`config.mk`:
```
export PLATFORM = sky130hd
export DESIGN_NAME = lutk_slice_frame_config
export DESIGN_NICKNAME = d
export VERILOG_FILES = /design/src/rtl/lutk_slice_pkg.sv /design/src/rtl/fpga_outbuf.sv /design/src/rtl/lutk_cell.sv /design/src/rtl/my_mux2.sv /design/src/rtl/lutk_slice_frame_config.sv
export SDC_FILE = /design/constraint.sdc
export NUM_CORES = 1
export LEC_CHECK = 0
export CORE_MARGIN = 5
export CORE_UTILIZATION = 27
export DETAILED_ROUTE_END_ITERATION = 16
export MAX_ROUTING_LAYER = met4
export PLACE_DENSITY = 0.81
export SYNTH_ARGS = -nofsm -noshare
export SYNTH_HDL_FRONTEND = slang
export SYNTH_SLANG_ARGS = --single-unit
```
`constraint.sdc`:
```
create_clock -name UserCLK -period 2.5 [get_ports UserCLK]
set_input_delay 0.25 -clock UserCLK [delete_from_list [all_inputs] [get_ports UserCLK]]
set_output_delay 0.25 -clock UserCLK [all_outputs]
set_load 0.03 [all_outputs]
```
`src/rtl/lutk_slice_pkg.sv`:
```
// Shared definitions for the LUT-K slice: per-cell configuration field layout.
// The truth table sits at the bottom of each cell field. The four control
// bits follow it, and their offsets below are counted from the end of the table.
package lutk_slice_pkg;

    localparam int OFS_TABLE    = 0;
    localparam int OFS_OUT_MUX  = 0;
    localparam int OFS_I0MUX    = 1;
    localparam int OFS_RST_VAL  = 2;
    localparam int OFS_SRL_MODE = 3;

    // Bits per cell: 2**k truth-table bits plus four control bits.
    function automatic int cell_width(input int k);
        return (1 << k) + 4;
    endfunction

endpackage

```
`src/rtl/fpga_outbuf.sv`:
```
// Library output buffer: forces the output low when it is disabled.
module fpga_outbuf (
    input  logic I,
    input  logic EN,
    output logic O
);
    assign O = I & EN;
endmodule

```
`src/rtl/lutk_cell.sv`:
```
// One LUT-K cell: I0/carry mux, table lookup, carry majority, output flop and,
// when LUTK_SLICE_SRL_EN is defined, a shift-register table with its cascade.
module lutk_cell
    import lutk_slice_pkg::*;
#(
    parameter int K = 4
) (
    input  logic                     UserCLK,
    input  logic                     SR,
    input  logic                     EN,
    input  logic [K-1:0]             I,
    input  logic                     carry_in,
    output logic                     carry_out,
    input  logic                     SE,
    input  logic                     srl_din,
    output logic                     srl_msb,
    input  logic                     OutputEnable,
    input  logic [cell_width(K)-1:0] cfg,
    output logic                     O
);
    localparam int T = 2**K;

    logic [T-1:0] cfg_table;
    logic [T-1:0] lut_table;
    logic         c_out_mux, c_i0mux, c_reset_value, c_srl_mode;
    logic         lut_i0, lut_out, flop_q, o_pre, i2;
    logic [K-1:0] lut_idx;

    assign cfg_table     = cfg[OFS_TABLE +: T];
    assign c_out_mux     = cfg[T + OFS_OUT_MUX];
    assign c_i0mux       = cfg[T + OFS_I0MUX];
    assign c_reset_value = cfg[T + OFS_RST_VAL];
    assign c_srl_mode    = cfg[T + OFS_SRL_MODE];

    my_mux2 u_i0_mux (.A0(I[0]), .A1(carry_in), .S(c_i0mux), .X(lut_i0));

    assign lut_idx = {I[K-1:1], lut_i0};
    assign lut_out = lut_table[lut_idx];

    // A two-input cell has no I2; treat it as 0 so the carry reduces to AND.
    if (K > 2) begin : g_i2
        assign i2 = I[2];
    end else begin : g_no_i2
        assign i2 = 1'b0;
    end

    assign carry_out = (carry_in & I[1]) | (carry_in & i2) | (I[1] & i2);

    // Output flop: reset value has priority over the clock enable.
    always_ff @(posedge UserCLK) begin
        if (SR)
            flop_q <= c_reset_value;
        else if (EN)
            flop_q <= lut_out;
    end

`ifdef LUTK_SLICE_SRL_EN
    logic [T-1:0] srl_q;

    // Shift register: reloads the static table on reset; otherwise it shifts on SE
    // in every cell so the cascade passes through cells not in SRL mode.
    always_ff @(posedge UserCLK) begin
        if (SR)
            srl_q <= cfg_table;
        else if (SE)
            srl_q <= {srl_q[T-2:0], srl_din};
    end

    assign lut_table = c_srl_mode ? srl_q : cfg_table;
    assign srl_msb   = srl_q[T-1];
`else
    logic unused_srl;

    assign lut_table  = cfg_table;
    assign srl_msb    = 1'b0;
    assign unused_srl = ^{SE, srl_din, c_srl_mode};
`endif

    my_mux2     u_out_mux (.A0(lut_out), .A1(flop_q), .S(c_out_mux), .X(o_pre));
    fpga_outbuf u_obuf    (.I(o_pre), .EN(OutputEnable), .O(O));

endmodule

```
`src/rtl/my_mux2.sv`:
```
// Library 2:1 mux cell, reused for the I0 select and the output select.
module my_mux2 (
    input  logic A0,
    input  logic A1,
    input  logic S,
    output logic X
);
    assign X = S ? A1 : A0;
endmodule

```
`src/rtl/lutk_slice_frame_config.sv`:
```
// Slice of N_LUTS LUT-K cells with a combinational carry chain and an optional
// SRL cascade (compiled in by LUTK_SLICE_SRL_EN), configured from a static frame.
module lutk_slice_frame_config
    import lutk_slice_pkg::*;
#(
    parameter int LUT_SIZE     = 4,
    parameter int N_LUTS       = 2,
    parameter int NoConfigBits = N_LUTS * (2**LUT_SIZE + 4)
) (
    input  logic                       UserCLK,
    input  logic                       SR,
    input  logic                       EN,
    input  logic [N_LUTS*LUT_SIZE-1:0] I,
    input  logic                       Ci,
    output logic                       Co,
    input  logic                       SE,
    input  logic                       SRL_D,
    output logic                       SRL_Q,
    output logic [N_LUTS-1:0]          O,
    input  logic                       OutputEnable,
    input  logic [NoConfigBits-1:0]    ConfigBits
);
    localparam int W = cell_width(LUT_SIZE);

    if (LUT_SIZE < 2 || LUT_SIZE > 6) begin : g_bad_k
        $error("LUT_SIZE must be within 2..6");
    end
    if (N_LUTS < 1 || N_LUTS > 8) begin : g_bad_n
        $error("N_LUTS must be within 1..8");
    end
    if (NoConfigBits != N_LUTS * W) begin : g_bad_cfg
        $error("NoConfigBits does not match N_LUTS*(2**LUT_SIZE+4)");
    end

    logic [N_LUTS:0] carry;
    logic [N_LUTS:0] srl_chain;

    assign carry[0]     = Ci;
    assign srl_chain[0] = SRL_D;

    for (genvar j = 0; j < N_LUTS; j++) begin : g_cell
        lutk_cell #(.K(LUT_SIZE)) u_cell (
            .UserCLK      (UserCLK),
            .SR           (SR),
            .EN           (EN),
            .I            (I[j*LUT_SIZE +: LUT_SIZE]),
            .carry_in     (carry[j]),
            .carry_out    (carry[j+1]),
            .SE           (SE),
            .srl_din      (srl_chain[j]),
            .srl_msb      (srl_chain[j+1]),
            .OutputEnable (OutputEnable),
            .cfg          (ConfigBits[j*W +: W]),
            .O            (O[j])
        );
    end

    assign Co    = carry[N_LUTS];
    assign SRL_Q = srl_chain[N_LUTS];

endmodule
```
Word-level counts from Yosys, hierarchy flattened. Index checks and enable logic that the tools add are counted.

Input port bits: 55. Register bits: 2. Logic and storage cells: 29. Output and inout bits: 4.

Muxes and demuxes: 12. Reduce and logical (&&, ||, !) cells: 1. $lt $le $gt $ge: 2. Bitwise operators: 12.

Operators with widths (number): $lt A4 B5 Y1 const B (2); $mux W1 (10); $and A1 B1 Y1 (8); $bmux W1 S4 (2); $or A1 B1 Y1 (4); $reduce_bool A2 Y1 (1).

Longest topological paths before layout.
Depth after elaboration: 8. Depth in mapped cells: 8. Mapped depth without buffers: 6.

Hierarchy. Synthesis repeated with hierarchy kept, for this count alone.

Cell total of the unflattened synthesis: 28. Area total of the unflattened synthesis: 465.4 um2.

By module, submodules not included: lutk_cell (times used 2, cells an instance 11, area an instance 196.4 um2); my_mux2 (times used 4, cells an instance 1, area an instance 15.0 um2); fpga_outbuf (times used 2, cells an instance 1, area an instance 6.3 um2).

Worst setup path before layout. OpenSTA, ideal clock, no wires.

Path type: input to output. Start: in Ci. End: out O[1]. Path slack: 0.441 ns. Arrival: 1.809 ns. Buffers on the path: 1. Stages on the path: 6. Required time: 2.250 ns. Path through: maj3_2 -> mux2i_4 -> mux2_2 -> a2111oi_4 -> o21ai_1 -> buf_4.

Word-level cells in the longest chain between the ends: 8.

RTL lines: from (decl) (line lutk_slice_frame_config.sv:14) `input logic Ci,`; $and A1 B1 Y1 (line lutk_cell.sv:47) `assign carry_out = (carry_in & I[1]) | (carry_in & i2) | (I[1] & i2);`; $or A1 B1 Y1 (*) (2 in a row) (line lutk_cell.sv:47); $mux W1 (*) (line my_mux2.sv:8) `assign X = S ? A1 : A0;`; $bmux W1 S4 (*) (line lutk_cell.sv:38) `assign lut_out = lut_table[lut_idx];`; $mux W1 (not written as such) (*) (line lutk_cell.sv:38); $mux W1 (*) (line my_mux2.sv:8); $and A1 B1 Y1 (*) (line fpga_outbuf.sv:7) `assign O = I & EN;`; to (decl) (line lutk_slice_frame_config.sv:19) `output logic [N_LUTS-1:0] O,`.

Every way passes the cells marked *; elsewhere a longest branch is shown, timed or not. The select of a mux whose other input is x is not followed.

Worst setup path in the final report. Ends and elaborated chain as after synthesis.

==> run summary <==
die width: 53.4 um
Worst setup EP type: primary output
Switching Fraction: 27.4%
unrepaired setup endpoints after global routing: true
hold crit path type: in -> reg
worst setup margin: 0.0756 ns
Slew Limit Fails: 0
status: finished, final reports clean
Netlist Area Pre-Place: 508 um^2
Overall Power: 314 uW
Fill cells: 160
drt first pass iters: 3
minimum clock period: 2.42 ns
Starting Density: 28.8%
largest register by flop count: g_cell.u_cell.flop_q
total grt overflow: 0
CP max FO: 8
FMAX: 412 MHz
vias: 687
Routed Antenna Nets: 0
crit path DAT: 2.17 ns
area delta synth->final: 130%
share of cells above drive strength 1: 22.4%
NetSw: 86.1 uW
vias per cell: 4.87
TritonCTS clock tree: built
core area: 1760 um^2
HP Start: ConfigBits[38]
global-route wire length before repair: 3090 um
Hold Crit Depth: 3
post-layout util: 66.2%
number of synthesized flops with an enable pin: 2
Setup violations, final: 0
Sink Count: 2
DIE AREA: 2850 um^2
syn nets: 107
Final Non-Filler Cells: 141
Root Buffer: clkbuf_4
final WL: 1960 um
Max clock buf depth: 2
Cell variety after synth: 27
Ports: 59
Synth Warn #: 0
Seq cells post-synth: 2
ANT cells: 0
Largest regs: g_cell.u_cell.flop_q x2
internal power: 228 uW
Post-Place Cells: 135
drt wl/cell: 13.9 um
Post-synth ARST share: 0%
Clock transition at path regs: 0.03 ns
critical path startpoint category: input pin
H-tree Lvls: 1
chip height: 53.4 um
WHS: 0.716 ns
post-synthesis sequential area ratio: 11.8%
initial drt markers: 3
power share of the clock group: 22.0%
total CTS buffers: 3
hold_buf cts: 0
GRT Util Overall: 15.3%
endpoints failing hold: 0
post-place setup slack: -0.573 ns
WS Path Type: in -> out
Synth Flop Type: edfxtp_1
Post-Synthesis Cells: 52
NumNets Final: 173
max FFs per register: 2
RD Place Congestion: 0.734
Static Leak: 0.000482 uW
combinational group share of total power: 63.8%
period utilization: 97.0%
port buffer count: 53
pin count of the biggest net entering global routing: 9
Worst EP required: 2.25 ns
DRC Markers: 0
Syn Area/Cell: 9.77 um^2
PD cells: 269 nW/um^2
Reg power frac: 14.2%
Max Cap Viol: 0
initial antenna violation count: 0
Worst Hold End: g_cell[1].u_cell.flop_q
hpwl dp: 1780 um
number of global-route vias before repair: 770
row cnt: 15
Peak supply drop: 0.134 mV
[power by group through the flow]
stage / logic [uW] / registers, uW / clock network (uW)
4_1_cts: 195 / 44.7 / 73.7
3_5_place_dp: 192 / 45.1 / 0
6_report: 200 / 44.7 / 69.0
3_3_place_gp: 187 / 44.7 / 0
2_1_floorplan: 82.0 / 44.5 / 0
5_1_grt: 216 / 45.1 / 76.1
[synthesized netlist by cell type, types with 2 or more instances]
cell type	count	area [um^2]
a22oi_1	2	15.0
nor2_1	3	11.3
and3_1	2	12.5
edfxtp_1	2	60.1
nor2b_1	2	12.5
nand2_1	5	18.8
mux2i_1	4	40.0
mux4_1	3	78.8
buf_4	3	22.5
nand3_1	3	15.0
nand3b_1	2	15.0
mux2_2	3	33.8
o21ai_1	2	10.0
a21oi_1	3	15.0
[layer usage]
layer  vias up  routed length (um)  global-route usage (%)
li1        333                   -                       -
met1       309                 690                    15.2
met2        43                1050                    28.8
met3         2                 191                    3.38
met4         0                  25                    5.53
met5         -                   0                       -
[cells in the final DEF (no fill, tap or decap), drive strengths merged]
cell type / n
a2111oi: 1
a21oi: 3
a221oi: 1
a22oi: 2
and3: 2
buf: 14
clkbuf: 3
clkdlybuf4s50: 46
conb: 1
dlygate4sd2: 3
dlymetal6s2s: 2
edfxtp: 2
maj3: 1
mux2: 4
mux2i: 5
mux4: 4
nand2: 5
nand2b: 1
nand3: 3
nand3b: 2
nor2: 3
nor2b: 2
nor3b: 1
o211ai: 1
o21ai: 2
o31a: 1
or2: 1
[per-stage QoR]
| step | TNS (ns) | instance area (um^2) |
|---|---|---|
| final | 0 | 1170 |
| after global routing | -0.00621 | 1170 |
| after detailed placement | -0.928 | 1110 |
| after CTS | 0 | 1140 |
| after global placement | -0.816 | 1110 |
| after floorplan | 0 | 508 |
[worst max-delay path by stage]
stage | start | end | depth (start not counted)
2_1_floorplan | Ci | O[1] | 6
3_3_place_gp | Ci | O[1] | 7
3_5_place_dp | I[1] | O[1] | 7
4_1_cts | ConfigBits[17] | O[0] | 8
5_1_grt | Ci | O[1] | 8
6_report | Ci | O[1] | 8
[timing repair]
action / in CTS / in global routing
endpoints found under the setup margin: 2 / 2
buffers inserted: 1 / 2
gates resized for setup: 17 / 5
pin swaps: 5 / 3
cloned: 0 / 0
[critical path: stages]
cell and delay [ns]:
dlygate4sd2_1 0.25, maj3_2 0.35, mux2i_4 0.28, buf_6 0.15, mux2_4 0.30, a2111oi_4 0.31, o21ai_1 0.11, buf_4 0.17
[area by class of cell]
class	instances	area, um^2	share of cell area (%)
clock buffer	3	22.5	1.93
multi-input combinational	46	429	36.8
sequential	2	60.1	5.14
tap	25	31.3	2.68
timing repair buffer	65	624	53.5
[logic make-up (layout without fill, tap and decap cells)]
family | count (synthesis) | count (layout) | synth area share, %
flops | 2 | 2 | 11.8
simple gates | 20 | 20 | 20.7
mux | 13 | 13 | 41.1
fa+ha+maj | 1 | 1 | 2.22
buf+inv | 4 | 68 | 5.17
compound gates | 11 | 11 | 18.2
other cells | 1 | 1 | 0.738
No activity file was read; power rests on OpenSTA's default activity.
